File: src/rtl/gcd_dual_mode_engine.sv
// Multi-cycle GCD unit: subtractive Euclid (mode=0) or binary Stein (mode=1).
// Optional iteration counter output enabled by defining GCD_ITER_COUNT_EN.
module gcd_dual_mode_engine #(
    parameter int WIDTH = 8,
    parameter int CNT_W = 16
) (
    input  logic             clk,
    input  logic             rst,
    input  logic             go,
    input  logic             mode,
    input  logic [WIDTH-1:0] x,
    input  logic [WIDTH-1:0] y,
    output logic             busy,
    output logic             done,
    output logic [WIDTH-1:0] out
`ifdef GCD_ITER_COUNT_EN
    ,
    output logic [CNT_W-1:0] iter_cnt
`endif
);

    // Handshake: go is accepted on any edge where busy=0 (IDLE or DONE); it
    // latches x, y and mode. done/out then hold until the next accepted go.
    localparam logic [1:0] IDLE = 2'd0;
    localparam logic [1:0] CALC = 2'd1;
    localparam logic [1:0] DONE = 2'd2;

    localparam int K_W = $clog2(WIDTH) + 1;
    localparam logic [K_W-1:0] K_ONE = 1;

    logic [1:0]       state_q, state_d;
    logic [WIDTH-1:0] a_q, a_d;
    logic [WIDTH-1:0] b_q, b_d;
    logic [K_W-1:0]   k_q, k_d;
    logic             mode_q, mode_d;
    logic [WIDTH-1:0] out_q, out_d;

    always_comb begin
        state_d = state_q;
        a_d     = a_q;
        b_d     = b_q;
        k_d     = k_q;
        mode_d  = mode_q;
        out_d   = out_q;
        case (state_q)
            IDLE, DONE: begin
                if (go) begin
                    a_d     = x;
                    b_d     = y;
                    k_d     = '0;
                    mode_d  = mode;
                    state_d = CALC;
                end
            end
            CALC: begin
                // Reductions never produce zero, so a zero operand can only
                // be seen on the first step.
                if (a_q == '0 || b_q == '0) begin
                    out_d   = a_q | b_q;
                    state_d = DONE;
                end else if (a_q == b_q) begin
                    out_d   = mode_q ? (a_q << k_q) : a_q;
                    state_d = DONE;
                end else if (!mode_q) begin
                    if (a_q > b_q) a_d = a_q - b_q;
                    else           b_d = b_q - a_q;
                end else begin
                    if (!a_q[0] && !b_q[0]) begin
                        a_d = a_q >> 1;
                        b_d = b_q >> 1;
                        k_d = k_q + K_ONE;
                    end else if (!a_q[0]) begin
                        a_d = a_q >> 1;
                    end else if (!b_q[0]) begin
                        b_d = b_q >> 1;
                    end else if (a_q > b_q) begin
                        a_d = (a_q - b_q) >> 1;
                    end else begin
                        b_d = (b_q - a_q) >> 1;
                    end
                end
            end
            default: state_d = IDLE;
        endcase
    end

    always_ff @(posedge clk) begin
        if (rst) begin
            state_q <= IDLE;
            a_q     <= '0;
            b_q     <= '0;
            k_q     <= '0;
            mode_q  <= 1'b0;
            out_q   <= '0;
        end else begin
            state_q <= state_d;
            a_q     <= a_d;
            b_q     <= b_d;
            k_q     <= k_d;
            mode_q  <= mode_d;
            out_q   <= out_d;
        end
    end

    assign busy = (state_q == CALC);
    assign done = (state_q == DONE);
    assign out  = out_q;

`ifdef GCD_ITER_COUNT_EN
    localparam logic [CNT_W-1:0] CNT_ONE = 1;
    logic [CNT_W-1:0] cnt_q, cnt_d;

    always_comb begin
        cnt_d = cnt_q;
        if (state_q == CALC) begin
            if (!(&cnt_q)) cnt_d = cnt_q + CNT_ONE;
        end else if (go) begin
            cnt_d = '0;
        end
    end

    always_ff @(posedge clk) begin
        if (rst) cnt_q <= '0;
        else     cnt_q <= cnt_d;
    end

    assign iter_cnt = cnt_q;
`endif

endmodule

File: config.mk
export PLATFORM = sky130hd
export DESIGN_NAME = gcd_dual_mode_engine
export DESIGN_NICKNAME = d
export VERILOG_FILES = /design/src/rtl/gcd_dual_mode_engine.sv
export SDC_FILE = /design/constraint.sdc
export NUM_CORES = 1
export LEC_CHECK = 0
export CORE_MARGIN = 4
export CORE_UTILIZATION = 60
export CTS_BUF_LIST = sky130_fd_sc_hd__clkbuf_4
export DETAILED_ROUTE_END_ITERATION = 7
export GPL_TIMING_DRIVEN = 0
export PLACE_DENSITY = 0.83
export SLEW_MARGIN = 20
export SYNTH_ARGS = -nofsm -noshare
export SYNTH_HDL_FRONTEND = slang
export SYNTH_SLANG_ARGS = --single-unit
export TNS_END_PERCENT = 100
File: constraint.sdc
create_clock -name clk -period 3.8 [get_ports clk]
set_clock_uncertainty 0.2 [all_clocks]
set_input_delay 0.76 -clock clk [delete_from_list [all_inputs] [get_ports clk]]
set_output_delay 0.76 -clock clk [all_outputs]
set_load 0.02 [all_outputs]
**Yosys cells after proc, flatten, opt, wreduce, memory -nomap -nowiden**

Cells that the tools add are included.

- Bitwise logic cells: 1
- Reductions and logical operators: 18
- Div/mod/pow operators: 0
- Muxes and demuxes: 33
- Multiply operators: 0
- Add/sub/neg operators: 3
- Shift-type cells: 1
- $lt $le $gt $ge: 1
- Equal/unequal tests: 15

Operator list:

| operator | count |
|---|---|
| $mux 8 | 21 |
| $pmux 8 s2 | 2 |
| $mux 4 | 5 |
| $logic_not 8->1 | 2 |
| $sub 8x8->8 | 2 |
| $reduce_and 7->1 | 2 |
| $reduce_and 6->1 | 2 |
| $eq 8x8->1 | 1 |
| $gt 8x8->1 | 1 |
| $ne 4x3->1 const B | 2 |
| $or 8x8->8 | 1 |
| $pmux 4 s2 | 1 |
| $shl 8x4->8 | 1 |
| $mux 2 | 3 |
| $ne 2x2->1 const B | 3 |
| $ne 3x1->1 const B | 2 |
| $reduce_and 2->1 | 3 |
| $ne 5x4->1 const B | 1 |
| $reduce_and 5->1 | 1 |
| $add 4x1->4 const B | 1 |
| $ne 2x1->1 const B | 2 |
| $ne 4x2->1 const B | 1 |
| $pmux 2 s2 | 1 |
| $reduce_bool 2->1 | 2 |
| 8 further kinds | 9 |

- Latch bits: 0
- Bits in writable memories: 0
- Bits of input ports: 20
- Memories: 0
- Flip-flop bits (word level): 31
- Output and inout bits: 10
- Logic and storage cells: 80
- ROM bits: 0

**Depth between registers and ports, before layout**

Gate-level depths: netlist of the first run.

- Depth in word-level cells: 9
- Mapped depth: 13
- Depth with buffers taken out: 10

**Least setup slack after synthesis of the first run**

OpenSTA, ideal clock, no wires.

- Path kind: flip-flop to flip-flop
- From: register a_q[0]
- To: register b_q[6]
- Setup slack: 1011 ps
- Data required time: 3480 ps
- Stages on the path, launching flop included: 12
- Period minus slack after synthesis: 2789 ps
- Arrival time: 2469 ps
- Path through: dfxtp_1 > buf_2 > inv_1 > ha_1 > fa_1 > nor2_1 > o221ai_2 > o211a_4 > o21ba_2 > a221o_1 > a22oi_1 > a21oi_1

- Longest elaborated chain between the ends: 9
- Elaborated cells between the ends (all ways): 22
- Classes of those cells: add/sub (1); order compare (1); eq/ne (6); mux (9); reduce/logical (5)

Ends and longest elaborated chain:

| element | line | source |
|---|---|---|
| start: declaration | 32 | `logic [WIDTH-1:0] a_q, a_d;` |
| start signal: assignment | 90 | `a_q <= '0;` |
| start signal: assignment | 97 | `a_q <= a_d;` |
| $sub 8x8->8 | 66, 79 |  |
| $mux 8 | 76 | `end else if (a_q > b_q) begin` |
| $mux 8 | 74 | `end else if (!b_q[0]) begin` |
| $mux 8 | 72 | `end else if (!a_q[0]) begin` |
| $mux 8 | 68 | `if (!a_q[0] && !b_q[0]) begin` |
| $mux 8 | 64 | `end else if (!mode_q) begin` |
| $mux 8 | 61 | `end else if (a_q == b_q) begin` |
| $mux 8 | 58 | `if (a_q == '0 \|\| b_q == '0) begin` |
| $pmux 8 s2 | 45 | `case (state_q)` |
| end signal: assignment | 91 | `b_q <= '0;` |
| end signal: assignment | 98 | `b_q <= b_d;` |
| end: declaration | 33 | `logic [WIDTH-1:0] b_q, b_d;` |

Parallel ways exist; a longest one is shown, timed or not. The select of a mux whose other input is x is not followed.
A chain may end at the register's enable or synchronous reset.

**Worst setup path in the final report of the first run**

- From: register state_q[0]
- To: output port busy

- Longest elaborated chain between the ends: 1

Ends and longest elaborated chain:

| element | line | source |
|---|---|---|
| start: declaration | 31 | `logic [1:0] state_q, state_d;` |
| start signal: assignment | 96 | `state_q <= state_d;` |
| $eq 2x1->1 | 105 | `assign busy = (state_q == CALC);` |
| end: declaration | 13 | `output logic busy,` |

Every way passes these cells.

==> results of run 1 <==
[routing by layer]
layer	up-vias	part of all wire, %	routed length [um]
met1	1411	42	3810
met5	-	0	0
met2	141	48	4350
met4	0	2.5	228
li1	1440	-	-
met3	23	7.4	668
[area by class of cell]
class | instances | area (um^2)
multi-input combinational | 288 | 2150
fill | 403 | 1340
sequential | 31 | 621
timing repair buffer | 28 | 280
buffer | 27 | 146
inverter | 23 | 86.3
tap | 67 | 83.8
clock inverter | 3 | 38.8
clock buffer | 5 | 37.5
[synthesized netlist by cell type (3+ instances only)]
cell type,number,share of area [%]
inv_1,22,2.8
nand2b_1,11,2.3
nor3_1,8,1.3
a21oi_1,30,5.0
buf_6,5,1.9
nor2b_1,7,1.5
mux2i_1,6,2.0
buf_2,5,0.83
o21ai_0,9,1.5
xor2_1,5,1.5
o311ai_0,3,0.88
a221o_1,7,2.3
nand3_1,3,0.50
clkbuf_1,15,1.9
o211ai_1,5,1.3
nor4_1,5,1.0
a221oi_1,12,3.5
mux4_2,3,2.3
a22oi_1,3,0.75
and3_1,3,0.63
and2_1,3,0.63
a211oi_1,13,3.3
a211o_1,3,0.88
nor2_1,30,3.8
ha_1,24,10
o31ai_1,4,1.0
o21ai_1,3,0.50
dfxtp_1,31,21
xnor2_1,6,1.8
or2_2,4,0.83
o22ai_1,3,0.63
a31oi_1,4,0.83
nand2_1,29,3.6
[power by group through the flow]
stage               registers, mW  logic [mW]  clock network [mW]
floorplan                   0.558        1.89                   0
global placement            0.563        2.44                   0
detailed placement          0.570        2.48                   0
CTS                         0.562        2.50               0.269
global route                0.580        2.77               0.284
finish                      0.566        2.55               0.272
[metrics by stage]
step | hold slack [ns] | cell area (um^2) | utilization (%) | setup slack [ns] | total power [mW]
floorplan | 0.303 | 3000 | - | 1.01 | 2.45
global placement | 0.239 | 3370 | 70.3 | 0.699 | 3.01
detailed placement | 0.244 | 3370 | 70.3 | 0.671 | 3.05
CTS | 0.257 | 3440 | 71.9 | 0.559 | 3.33
global route | 0.288 | 3440 | 71.9 | 0.400 | 3.63
finish | 0.255 | 3440 | 71.9 | 0.492 | 3.38
[worst min path at each step]
stage | start | endpoint | slack (ns) | depth (start not counted)
2_1_floorplan | b_q[7] | b_q[7] | 0.30 | 2
3_3_place_gp | out[4] | out[4] | 0.24 | 2
3_5_place_dp | out[4] | out[4] | 0.24 | 2
4_1_cts | out[4] | out[4] | 0.26 | 2
5_1_grt | out[6] | out[6] | 0.29 | 2
6_report | out[4] | out[4] | 0.26 | 2
[critical path, cell delays in order, from the launching register on]
cell and delay, ns:
dfxtp_1 0.40, nand2b_1 0.16, clkinv_1 0.21, clkbuf_1 0.49, clkdlybuf4s50_1 0.72
[logic make-up (layout without fill, tap and decap cells)]
kind of cell / after synthesis / after routing
DFF: 31 / 31
xor gates and xnor gates: 11 / 11
buffers and inverters: 50 / 86
adders and majority gates: 26 / 26
muxes: 11 / 11
and+or+nand+nor: 115 / 115
AOI/OAI and AO/OA: 125 / 125
[state kept, by name, indices dropped and copies added (netlist names)]
name	cells
a_q	8
b_q	8
k_q	4
mode_q	1
out	8
state_q	2
==> metrics.yaml, run 1 <==
outcome:
  status: "complete, no violations"
logic_synthesis:
  synth_edf_count: 0
  ys_async_sr_fraction_pct: 0
  syn_area_um2: 3000
  synthCells: 369
  synth_cell_types: 67
  synth_flop_cell: "dfxtp_1"
  yosys.area_share.xor_xnor_pct: 3.21
  ys_ff_latch: 31
  synth_simple_gate_area_share_pct: 20.2
  syn_nets: 415
  synth_top_family_by_area: "compound AO/OA/AOI/OAI gates"
  muxShareOfSynthArea_pct: 5.00
  avgSynthCellArea_um2: 8.13
  synth_compound_area_share_pct: 31.8
  synth-adder-area-share_pct: 11.3
  synth_warnings: 0
  ys_seq_area_share_pct: 20.7
finish:
  final_cell_mix: "dfxtp_1, a21oi_1, nor2_1, nand2_1, clkdlybuf4s50_1"
  layoutNonFillerInstCount: 472
  antennaDiodeCount: 0
  drive_above_1_share_pct: 9.88
  layout.nets: 450
  syn2layout_area_growth_pct: 14.7
  final_common_cell: "dfxtp_1"
placed_design:
  dp_cells: 464
  dp_hpwl_mm: 6.94
  gp_congestion: 0.983
  port_buffers: 28
cts:
  cts_tree: "yes"
  cts_resized: 0
  hold_buffers: 0
  cts_buffers: 5
  cts_root_buf: "clkbuf_4"
  cts.path.max_buffers: 2
  worstSkewPairLatency_ns: 0.36
  postCtsSetupBuffers: 0
  cts.clk_slew.worst_paths_ns: 0.12
  clkSinkCount: 31
  cts_htree_levels: 2
die:
  io_pins: 30
  die_x_um: 78.7
  die_y_um: 78.7
  std_cell_rows: 25
  core_area_um2: 4790
  die_area_um2: 6200
  start_util_pct: 62.7
routing:
  drc_errors: 0
  vias: 3015
  final_antenna_net_count: 0
  vias_per_cell: 6.39
  dr.pass1.iters: 5
  wl_per_cell_um: 19.2
  drtIter0Drc: 199
  drt-total-wl_mm: 9.06
power:
  power.switching_mw: 1.78
  cellLeakagePower_nw: 1.25
  seqPwrFrac_pct: 16.7
  internal_power_mw: 1.60
  ir_drop_mv: 0.711
  netSwitchingFraction_pct: 52.6
  powerDensity_nw_per_um2: 983
  p_clk_share_pct: 8.0
  power.share.combinational_pct: 75.2
setup_path:
  timing.rr.end: "a_q[4]"
  crit_end: "busy"
  path_class: "reg -> out"
  required_ns: 2.84
  cp_data_arrival_time_ns: 2.35
  startpoint_type: "flop"
  startpoint: "state_q[0]"
  crit_fanout: 10
  end_kind: "primary output"
  r2r_start: "a_q[0]"
  reg2reg_depth: 11
  r2r_slack_ns: 0.57
global_routing:
  grt_max_degree: 11
  use_met1_pct: 37.4
  grt_pass1_vias: 2988
  antenna_found_initial: 0
  overflow: 0
  top_usage_layer: "met2"
  grt_pass1_wl_mm: 14.8
  use_met2_pct: 53.1
  track_usage_pct: 30.7
  use_met3_pct: 5.33
run:
  maxCapViolCount: 0
timing:
  tightestPinTransition_ns: 0.630
  setup_viol: 0
  min_period_ns: 3.31
  finalCritPeriodShare_pct: 87.1
  slew-limit-headroom_pct: 58.0
  hold_violations: 0
  rsz0062_at_grt: "no"
  report.final.slew_viol_count: 0
  tns_ns: 0
  clock.fmax_mhz: 302
worst_hold_path:
  hp-class: "reg -> reg"
(Power assumes the default switching activity.)
==> inputs of run 2 (changes only) <==
GPL_TIMING_DRIVEN = unset   (was 0)
==> metrics.yaml, run 2 (synthesis results as in run 1) <==
timing:
  finalCritPeriodShare_pct: 90.1
  tns_ns: 0
  setup_viol: 0
  clock.fmax_mhz: 292
  report.final.slew_viol_count: 0
  rsz0062_at_grt: "no"
  min_period_ns: 3.43
  slew-limit-headroom_pct: 49.9
  tightestPinTransition_ns: 0.750
  hold_violations: 0
die:
  core_area_um2: 4790
  die_area_um2: 6200
  std_cell_rows: 25
  die_y_um: 78.7
  die_x_um: 78.7
  start_util_pct: 62.7
  io_pins: 30
placed_design:
  port_buffers: 29
  gp_congestion: 0.973
  place_area_um2: 3300
  dp_hpwl_mm: 6.04
routing:
  vias: 2959
  drtIter0Drc: 219
  dr.pass1.iters: 5
  drt-total-wl_mm: 8.16
  final_antenna_net_count: 0
  drc_errors: 0
  wl_per_cell_um: 17.9
  vias_per_cell: 6.50
worst_hold_path:
  hp-class: "reg -> reg"
outcome:
  status: "complete, no violations"
global_routing:
  track_usage_pct: 27.5
  grt_pass1_vias: 2817
  grt_pass1_wl_mm: 13.4
  grt_max_degree: 27
  antenna_found_initial: 0
  overflow: 0
setup_path:
  required_ns: 3.82
  crit_fanout: 10
  end_kind: "flop"
  critPathMaxStageDelay_ns: 0.60
  crit_chain: "inv_1, ha_1, nor3_2, and3_1, nor3_1, and2_1, a221o_1, a221oi_1, a211oi_1"
  slowest_stage: "and3_1"
  startpoint_type: "flop"
  path_class: "reg -> reg"
  cp_data_arrival_time_ns: 3.44
run:
  maxCapViolCount: 0
cts:
  hold_buffers: 0
  cts_resized: 0
  clkSinkCount: 31
  cts.path.max_buffers: 2
  worstSkewPairLatency_ns: 0.34
  cts_htree_levels: 2
  cts.clk_slew.worst_paths_ns: 0.11
  cts_root_buf: "clkbuf_4"
  postCtsSetupBuffers: 0
  cts_buffers: 5
  cts_tree: "yes"
finish:
  final_cell_mix: "dfxtp_1, a21oi_1, nor2_1, nand2_1, clkdlybuf4s50_1"
  antennaDiodeCount: 0
  syn2layout_area_growth_pct: 12.5
  final_common_cell: "dfxtp_1"
  drive_above_1_share_pct: 10.1
  layout.nets: 433
  final_cell_area_um2: 3380
  fillers: 404
power:
  powerDensity_nw_per_um2: 970
  ir_drop_mv: 0.572
  cellLeakagePower_nw: 1.22
[run 2: cell types whose count changed in the layout (fill, tap and decap cells not counted), sizes merged]
| cell | previous run | this run |
|---|---|---|
| buf | 11 | 9 |
| clkdlybuf4s50 | 28 | 29 |
| clkbuf | 21 | 5 |
[run 2: final timing paths]
check / startpoint / to / slack (ns) / cells past startpoint
worst max-delay path: a_q[5] / a_q[1] / 0.37 / 9
worst max register to register: a_q[5] / a_q[1] / 0.37 / 9
worst min register to register: out[4] / out[4] / 0.26 / 2
worst min-delay path: out[4] / out[4] / 0.26 / 2
[run 2: critical path, delay by kind of cell (launching register included)]
family | cells | cell delay (ns)
and+or+nand+nor | 4 | 1.28
AOI/OAI and AO/OA | 3 | 0.67
adders and majority gates | 1 | 0.48
buffers and inverters | 1 | 0.13
DFF | 1 | 0.55
[run 2: stage by stage]
step / util (%) / power (mW) / setup WS [ns] / cells / hold WS [ns]
after CTS: 70.5 / 3.23 / 0.442 / 455 / 0.259
final: 70.6 / 3.28 / 0.375 / 455 / 0.258
after detailed placement: 68.9 / 2.95 / 0.460 / 447 / 0.245
after floorplan: - / 2.45 / 1.01 / 369 / 0.303
after global placement: 68.9 / 2.91 / 0.546 / 447 / 0.242
after global routing: 70.6 / 3.52 / 0.210 / 455 / 0.290
[run 2: cell type report]
class                           count  area [um^2]  area share (%)
Timing Repair Buffer               38          358            10.6
Clock buffer                        5         37.5            1.11
Tap cell                           67         83.8            2.48
Inverter                           23         86.3            2.56
Multi-Input combinational cell    288         2150            63.7
Clock inverter                      3         38.8            1.15
Sequential cell                    31          621            18.4
[run 2: routing by layer]
| layer | routed length [um] | up-vias | global-route usage (%) | share of wire, % |
|---|---|---|---|---|
| met3 | 762 | 26 | 4.99 | 9.3 |
| li1 | - | 1407 | - | - |
| met5 | 0 | - | 0 | 0 |
| met1 | 3390 | 1391 | 34.7 | 42 |
| met2 | 3800 | 135 | 45.2 | 47 |
| met4 | 209 | 0 | 12.9 | 2.6 |
[run 2: power by group]
group	internal (mW)	total, mW	switching (mW)	leakage (nW)
Combinational	0.985	2.45	1.46	0.925
Clock	0.135	0.268	0.132	0.0426
Sequential	0.431	0.561	0.130	0.254
Total	1.55	3.28	1.73	1.22
==> inputs of run 3 (changes only) <==
CAP_MARGIN = 20   (was unset)
CORE_UTILIZATION = 55   (was 60)
PLACE_DENSITY = 0.77   (was 0.83)
SLEW_MARGIN = 0   (was 20)
==> metrics.yaml, run 3 (synthesis results as in run 1) <==
finish:
  fillers: 451
  syn2layout_area_growth_pct: 12.8
  final_common_cell: "dfxtp_1"
  seqCellArea_um2: 621
  multi_input_area_um2: 2150
  layout.nets: 434
  final_cell_mix: "dfxtp_1, a21oi_1, nor2_1, nand2_1, clkdlybuf4s50_1"
  antennaDiodeCount: 0
  final_cell_area_um2: 3380
  drive_above_1_share_pct: 10.0
setup_path:
  path_depth: 9
  cp_data_arrival_time_ns: 3.44
  cp_top_family: "simple AND/OR/NAND/NOR gates"
  startpoint_type: "flop"
  required_ns: 3.81
  critPathMaxStageDelay_ns: 0.58
  r2r_slack_ns: 0.38
  path_buf_inv: 1
  crit_chain: "inv_1, ha_1, nor3_2, and3_1, nor3_1, and2_1, a221o_1, a221oi_1, a211oi_1"
  timing.rr.end: "a_q[1]"
  end_kind: "flop"
  crit_end: "a_q[1]"
  reg2reg_depth: 9
  path_class: "reg -> reg"
  slowest_stage: "dfxtp_1"
  r2r_start: "a_q[5]"
  crit_fanout: 10
  startpoint: "a_q[5]"
global_routing:
  grt_max_degree: 22
  overflow: 0
  antenna_found_initial: 0
  grt_pass1_wl_mm: 13.5
  top_usage_layer: "met2"
  use_met2_pct: 42.4
  grt_pass1_vias: 2776
  use_met1_pct: 34.4
  use_met3_pct: 4.39
  track_usage_pct: 26.2
timing:
  setup_viol: 0
  tightestPinTransition_ns: 0.793
  report.final.slew_viol_count: 0
  fin_ws_ns: 0.378
  tns_ns: 0
  finalCritPeriodShare_pct: 90.1
  min_period_ns: 3.42
  hold_violations: 0
  rsz0062_at_grt: "no"
  slew-limit-headroom_pct: 47.0
  clock.fmax_mhz: 292
die:
  die_x_um: 81.9
  io_pins: 30
  die_area_um2: 6700
  die_y_um: 81.9
  std_cell_rows: 26
  core_area_um2: 5200
  start_util_pct: 57.7
routing:
  dr.pass1.iters: 5
  vias: 2972
  drt-total-wl_mm: 8.40
  final_antenna_net_count: 0
  drtIter0Drc: 301
  drc_errors: 0
  vias_per_cell: 6.47
  wl_per_cell_um: 18.3
run:
  maxCapViolCount: 0
cts:
  worstSkewPairLatency_ns: 0.35
  cts.clk_slew.worst_paths_ns: 0.12
  cts_root_buf: "clkbuf_4"
  cts_tree: "yes"
  cts.path.max_buffers: 2
  cts_resized: 0
  hold_buffers: 0
  cts_htree_levels: 2
  postCtsSetupBuffers: 0
  cts_buffers: 5
  clkSinkCount: 31
placed_design:
  dp_hpwl_mm: 6.28
  port_buffers: 29
  place_area_um2: 3300
  place_ws_ns: 0.451
  gp_congestion: 0.924
power:
  cellLeakagePower_nw: 1.23
  powerDensity_nw_per_um2: 968
  ir_drop_mv: 0.539
worst_hold_path:
  whs_path_depth: 2
  hp-class: "reg -> reg"
outcome:
  status: "complete, no violations"
-- run 3: cell count changes in the layout (fill, tap and decap cells not counted), sizes merged --
cell	before	now
buf	9	10
-- run 3: how the worst min path moves through the flow --
stage	startpoint	end	slack, ns
finish	out[4]	out[4]	0.26
CTS	out[4]	out[4]	0.26
detailed placement	out[4]	out[4]	0.25
floorplan	b_q[7]	b_q[7]	0.30
global route	out[4]	out[4]	0.28
global placement	out[4]	out[4]	0.24
-- run 3: per-stage QoR --
step	std cells	total power, mW	hold slack (ns)	utilization (%)
2_1_floorplan	369	2.45	0.303	-
3_3_place_gp	450	2.91	0.238	63.4
3_5_place_dp	450	2.96	0.247	63.4
4_1_cts	458	3.23	0.262	64.9
5_1_grt	459	3.53	0.282	65.0
6_report	459	3.28	0.255	65.0
-- run 3: worst reg2reg max path, delay by kind of cell, from the launching register on --
family | cells | cell delay [ns]
AO/OA/AOI/OAI | 3 | 0.67
adder cells (fa/ha/maj) | 1 | 0.46
flip-flops | 1 | 0.58
buffers and inverters | 1 | 0.13
AND/OR/NAND/NOR | 4 | 1.23
-- run 3: final cells by class --
cell class | count | share of cell area [%]
clock buffer | 5 | 1.11
tap | 70 | 2.59
sequential | 31 | 18.3
clock inverter | 3 | 1.15
timing repair buffer | 39 | 10.8
multi-input combinational | 288 | 63.5
inverter | 23 | 2.55
-- run 3: where the power goes --
| part | total (mW) | internal, mW | switching (mW) |
|---|---|---|---|
| clock network | 0.267 | 0.135 | 0.132 |
| logic | 2.43 | 0.985 | 1.45 |
| registers | 0.579 | 0.431 | 0.147 |
-- run 3: per-layer routing --
layer	wire length, um	share of wire, %
met3	674	8.0
met4	292	3.5
met5	0	0
met2	3860	46
met1	3570	42
